<file path="src/rtl/vend_seq_ctrl.sv">
// Vending sequencing controller: two-slot coin arbitration, dispense and change handshakes.
// Optional macro REFUND_EN enables cancel-driven full refund from IDLE.
module vend_seq_ctrl #(
    parameter int PRICE      = 3,
    parameter int MAX_CREDIT = 7,
    parameter int CRED_W     = 3,
    parameter int TIMEOUT    = 15
) (
    input  logic              clk,
    input  logic              rst_n,
    input  logic [1:0]        coin_a,
    input  logic [1:0]        coin_b,
    input  logic              sel,
    input  logic              cancel,
    input  logic              disp_ack,
    input  logic              chg_ack,
    output logic              coin_rej_a,
    output logic              coin_rej_b,
    output logic              disp_req,
    output logic              chg_req,
    output logic [CRED_W-1:0] credit,
    output logic              busy,
    output logic              err
);
    typedef enum logic [1:0] {
        IDLE     = 2'd0,
        DISPENSE = 2'd1,
        CHANGE   = 2'd2,
        FAULT    = 2'd3
    } state_t;

    localparam int TMO_W = $clog2(TIMEOUT + 1);
    localparam logic [CRED_W:0]  PRICE_W  = (CRED_W + 1)'(PRICE);
    localparam logic [CRED_W:0]  MAX_W    = (CRED_W + 1)'(MAX_CREDIT);
    localparam logic [TMO_W-1:0] TMO_LAST = TMO_W'(TIMEOUT - 1);

    function automatic logic [CRED_W:0] coin_val(input logic [1:0] c);
        case (c)
            2'b01:   coin_val = (CRED_W + 1)'(1);
            2'b10:   coin_val = (CRED_W + 1)'(2);
            default: coin_val = {(CRED_W + 1){1'b0}};
        endcase
    endfunction

    state_t             state_r;
    logic [CRED_W-1:0]  credit_r;
    logic               rr_r;
    logic [TMO_W-1:0]   tmo_r;
    logic               coin_rej_a_r, coin_rej_b_r, disp_req_r, chg_req_r, busy_r, err_r;

    logic [CRED_W:0]    credit_ext_s, sum_a_s, sum_b_s, rem_s;
    logic               val_a_s, val_b_s, fit_a_s, fit_b_s, refund_s;

`ifdef REFUND_EN
    assign refund_s = cancel && (credit_r != {CRED_W{1'b0}});
`else
    logic unused_cancel_s;
    assign unused_cancel_s = cancel;
    assign refund_s        = 1'b0;
`endif

    // Widened credit arithmetic so the ceiling compare can never wrap
    always_comb begin
        credit_ext_s = {1'b0, credit_r};
        sum_a_s      = credit_ext_s + coin_val(coin_a);
        sum_b_s      = credit_ext_s + coin_val(coin_b);
        rem_s        = credit_ext_s - PRICE_W;
        val_a_s      = (coin_a == 2'b01) || (coin_a == 2'b10);
        val_b_s      = (coin_b == 2'b01) || (coin_b == 2'b10);
        fit_a_s      = (sum_a_s <= MAX_W);
        fit_b_s      = (sum_b_s <= MAX_W);
    end

    // Controller FSM with all outputs registered
    always_ff @(posedge clk or negedge rst_n) begin
        if (!rst_n) begin
            state_r      <= IDLE;
            credit_r     <= {CRED_W{1'b0}};
            rr_r         <= 1'b0;
            tmo_r        <= {TMO_W{1'b0}};
            coin_rej_a_r <= 1'b0;
            coin_rej_b_r <= 1'b0;
            disp_req_r   <= 1'b0;
            chg_req_r    <= 1'b0;
            busy_r       <= 1'b0;
            err_r        <= 1'b0;
        end else begin
            coin_rej_a_r <= (coin_a != 2'b00);
            coin_rej_b_r <= (coin_b != 2'b00);
            case (state_r)
                IDLE: begin
                    if (refund_s) begin
                        state_r   <= CHANGE;
                        chg_req_r <= 1'b1;
                        busy_r    <= 1'b1;
                    end else if (sel && (credit_ext_s >= PRICE_W)) begin
                        state_r    <= DISPENSE;
                        disp_req_r <= 1'b1;
                        tmo_r      <= {TMO_W{1'b0}};
                        busy_r     <= 1'b1;
                    end else if (val_a_s && val_b_s) begin
                        // Contention: rr slot is served, the other refused
                        rr_r <= ~rr_r;
                        if (!rr_r) begin
                            coin_rej_a_r <= !fit_a_s;
                            if (fit_a_s) credit_r <= sum_a_s[CRED_W-1:0];
                            else         credit_r <= credit_r;
                        end else begin
                            coin_rej_b_r <= !fit_b_s;
                            if (fit_b_s) credit_r <= sum_b_s[CRED_W-1:0];
                            else         credit_r <= credit_r;
                        end
                    end else if (val_a_s) begin
                        coin_rej_a_r <= !fit_a_s;
                        if (fit_a_s) credit_r <= sum_a_s[CRED_W-1:0];
                        else         credit_r <= credit_r;
                    end else if (val_b_s) begin
                        coin_rej_b_r <= !fit_b_s;
                        if (fit_b_s) credit_r <= sum_b_s[CRED_W-1:0];
                        else         credit_r <= credit_r;
                    end else begin
                        credit_r <= credit_r;
                    end
                end
                DISPENSE: begin
                    if (disp_ack && disp_req_r) begin
                        disp_req_r <= 1'b0;
                        credit_r   <= rem_s[CRED_W-1:0];
                        if (rem_s != {(CRED_W + 1){1'b0}}) begin
                            state_r   <= CHANGE;
                            chg_req_r <= 1'b1;
                        end else begin
                            state_r <= IDLE;
                            busy_r  <= 1'b0;
                        end
                    end else if (tmo_r == TMO_LAST) begin
                        state_r    <= FAULT;
                        disp_req_r <= 1'b0;
                        err_r      <= 1'b1;
                    end else begin
                        tmo_r <= tmo_r + {{(TMO_W - 1){1'b0}}, 1'b1};
                    end
                end
                CHANGE: begin
                    if (credit_r == {CRED_W{1'b0}}) begin
                        state_r   <= IDLE;
                        chg_req_r <= 1'b0;
                        busy_r    <= 1'b0;
                    end else if (chg_ack && chg_req_r) begin
                        credit_r <= credit_r - {{(CRED_W - 1){1'b0}}, 1'b1};
                        if (credit_r == {{(CRED_W - 1){1'b0}}, 1'b1}) begin
                            state_r   <= IDLE;
                            chg_req_r <= 1'b0;
                            busy_r    <= 1'b0;
                        end else begin
                            chg_req_r <= 1'b1;
                        end
                    end else begin
                        chg_req_r <= 1'b1;
                    end
                end
                FAULT: begin
                    err_r  <= 1'b1;
                    busy_r <= 1'b1;
                end
                default: begin
                    state_r    <= FAULT;
                    disp_req_r <= 1'b0;
                    chg_req_r  <= 1'b0;
                    err_r      <= 1'b1;
                    busy_r     <= 1'b1;
                end
            endcase
        end
    end

    assign coin_rej_a = coin_rej_a_r;
    assign coin_rej_b = coin_rej_b_r;
    assign disp_req   = disp_req_r;
    assign chg_req    = chg_req_r;
    assign credit     = credit_r;
    assign busy       = busy_r;
    assign err        = err_r;
endmodule

</file>
<file path="config.mk">
export PLATFORM = sky130hd
export DESIGN_NAME = vend_seq_ctrl
export DESIGN_NICKNAME = d
export VERILOG_FILES = /design/src/rtl/vend_seq_ctrl.sv
export SDC_FILE = /design/constraint.sdc
export NUM_CORES = 1
export LEC_CHECK = 0
export ABC_AREA = 0
export BUFFER_PORTS_ARGS = -buffer_cell sky130_fd_sc_hd__buf_2
export CAP_MARGIN = 20
export CORE_MARGIN = 4
export CORE_UTILIZATION = 55
export CTS_CLUSTER_SIZE = 12
export DETAILED_ROUTE_END_ITERATION = 10
export PLACE_DENSITY = 0.77
export SYNTH_ARGS = -nofsm -noshare
export SYNTH_HDL_FRONTEND = slang
export SYNTH_SLANG_ARGS = --single-unit
</file>
<file path="constraint.sdc">
create_clock -name clk -period 2.3 [get_ports clk]
set_clock_uncertainty 0.05 [all_clocks]
set_input_delay 0.46 -clock clk [delete_from_list [all_inputs] [get_ports clk]]
set_output_delay 0.46 -clock clk [all_outputs]
set_load 0.01 [all_outputs]
</file>
==> out/summary.txt <==
Power Density -> 1310 nW/µm²
Pre-antenna DRT Iters -> 4
outcome -> completed
Mean Syn Cell Area -> 9.02 µm²
Initial Util -> 57.5%
Leak -> 0.757 nW
clk slew on worst S/H paths -> 0.10 ns
clock buffer depth -> 2
reg2reg start -> credit[0]
Max-slew headroom -> 70.0%
CTS sink cnt -> 16
WHS -> 0.0114 ns
Post-synth ARST share -> 100%
Synth top area share -> 28.1%
worst setup path startpoint -> credit[0]
FF+latch count, synth -> 16
worst setup margin -> 0.156 ns
ANT cells -> 0
postcts setup bufs -> 0
largest net degree at the start of global routing -> 17
I/O pin cnt -> 19
vias in the first global route -> 1,204
DRT Wirelength -> 3130 µm
Die Height -> 58.9 µm
Worst Hold Class -> in -> async
worst slack, placed -> 0.00853 ns
distinct cell type count of the synthesized netlist -> 43
CTS Buf Count -> 3
CP Class -> reg -> reg
Port Buffers -> 17
Final ANT Viol Nets -> 0
vias -> 1,269
Post-Syn Area -> 1430 µm²
Detailed Route Iter0 Violations -> 72
WP data arrival -> 2.27 ns
Hold-fix buffers, CTS -> 0
root buf cell -> clkbuf_4
post-cts resize count -> 0
Crit path required time -> 2.43 ns
crit-path max FO -> 5
insertion delay of the later-clocked pin in the worst-skew pair -> 0.29 ns
reg2reg end -> state_r[0]
number of synthesized flops with an enable pin -> 0
DRC violations left -> 0
highest clock rate -> 0.466 GHz
largest cells by area after synthesis -> dfrtp_1 (28%), ha_1 (18%), inv_1 (3.7%)
placed cell areas -> 1550 µm²
FF-to-FF path depth -> 7
Yosys warnings -> 0
adder-cell share of the synthesized area -> 21.2%
Crit. End Element -> flip-flop
period utilization -> 93.2%
Core Util, Final -> 63.8%
share of cells above drive strength 1 -> 17.4%
Remaining Overflow, GRT -> 0
main combinational cell family by area after synthesis -> compound AO/OA/AOI/OAI gates
core area -> 2480 µm²
worst vdd ir -> 1000 µV
initial antenna violation count -> 0
die width -> 58.9 µm
CTS tree -> done
gr usage total -> 20.4%
Synth Net Count -> 191
die area -> 3470 µm²
sequential area share after synthesis -> 28.1%
crit start category -> flip-flop
Fin. Hold Viols -> 0
min Tclk post-route -> 2.14 ns
Vias/cell -> 6.10
# rows -> 18
RSZ-0062 raised after global routing -> false
XOR/XNOR Fraction of Synth Area -> 1.23%
HPWL Detailed -> 2510 µm
Simple-Gate Fraction of Synth Area -> 15.7%
htree depth -> 1
GPL Wtd Cong -> 0.887
Slew Limit Fails -> 0
Main synth FF type -> dfrtp_1
post-synth top area cell -> dfrtp_1
Worst Setup EP -> state_r[0]
mux cell area share after synthesis -> 4.39%
Layout area overhead -> 11.0%
nets -> 212
Post-Syn Instances -> 158
post-synthesis compound-gate area fraction -> 23.1%
global-route wire length before repair -> 5460 µm
Least-Margin Pin Slew -> 0.450 ns
Max-Cap Viols -> 0
# setup viols final -> 0
WL per Instance -> 15.0 µm
flop2flop setup slack -> 0.16 ns
design area -> 1580 µm²
Setup TNS -> 0 ns
metrics by stage:
step	power (mW)	cells
6_report	2.08	208
5_1_grt	2.28	208
4_1_cts	2.07	208
3_5_place_dp	1.87	204
3_3_place_gp	1.81	204
2_1_floorplan	1.53	158
worst min path at each step:
stage                from          to  cells past startpoint  slack, ns
floorplan           rst_n        busy                      0       0.11
global placement    rst_n   credit[2]                      1       0.33
detailed placement  rst_n   credit[1]                      1       0.35
CTS                 rst_n     chg_req                      1       0.02
global route        rst_n  state_r[1]                      1       0.02
finish              rst_n     chg_req                      1       0.01
worst max-delay path, cell delays in order (launching register included):
cell and delay [ns]:
dfrtp_1 0.47, buf_4 0.19, inv_1 0.10, ha_1 0.20, a21oi_1 0.06, o31ai_1 0.38, nand3_1 0.22, mux2_1 0.36
cell families after synthesis:
| kind of cell | after synthesis |
|---|---|
| multiplexers | 6 |
| XOR/XNOR | 2 |
| AND/OR/NAND/NOR | 44 |
| adder cells (fa/ha/maj) | 23 |
| AO/OA/AOI/OAI | 46 |
| flip-flops | 16 |
| buffers and inverters | 21 |
state kept, by name, indices dropped and copies added (netlist names):
register and cells:
tmo_r 4, credit 3, state_r 2, busy 1
chg_req 1, coin_rej_a 1, coin_rej_b 1, disp_req 1
err 1, rr_r 1
metal layers:
layer	routed length, µm	track usage, %	part of all wire, %	up-vias
met5	0	0	0	-
met4	15	5.83	0.48	0
met3	146	2.63	4.7	2
met2	1480	32.5	47	31
met1	1490	28.8	48	619
li1	-	-	-	617
report_power, final:
group	switching, mW	leakage, nW	internal [mW]	total, mW
Combinational	0.773	0.551	0.582	1.36
Sequential	0.134	0.186	0.397	0.530
Clock	0.0930	0.0210	0.0963	0.189
Total	1.00	0.757	1.08	2.08
Yosys cell counts (all sizes together), types with 2 or more instances:
cell type,n
nor2,7
ha,21
o41ai,2
a21o,2
or4,2
inv,17
nor2b,3
a21oi,7
nand3,9
mux2,2
xnor2,2
a22o,3
o221ai,2
mux2i,4
and2,3
a221o,2
a311oi,2
nand2,11
nand2b,4
buf,3
dfrtp,16
a31oi,6
fa,2
o21ai,10
o31ai,3
cell type report:
type | instances | area (µm²)
tap | 30 | 37.5
sequential | 16 | 400
multi-input combinational | 121 | 936
clock buffer | 4 | 36.3
fill | 228 | 896
inverter | 17 | 63.8
timing repair buffer | 20 | 108
cells in the final DEF (no fill, tap or decap), types with 4 or more instances in the layout:
cell      instances
o21ai_1           9
nor2_1            7
nand2_1          11
a21oi_1           7
nand2b_1          4
mux2i_1           4
inv_1            14
ha_1             21
dfrtp_1          16
buf_2            17
nand3_1           9
a31oi_1           6
No activity file was read; power rests on OpenSTA's default activity.
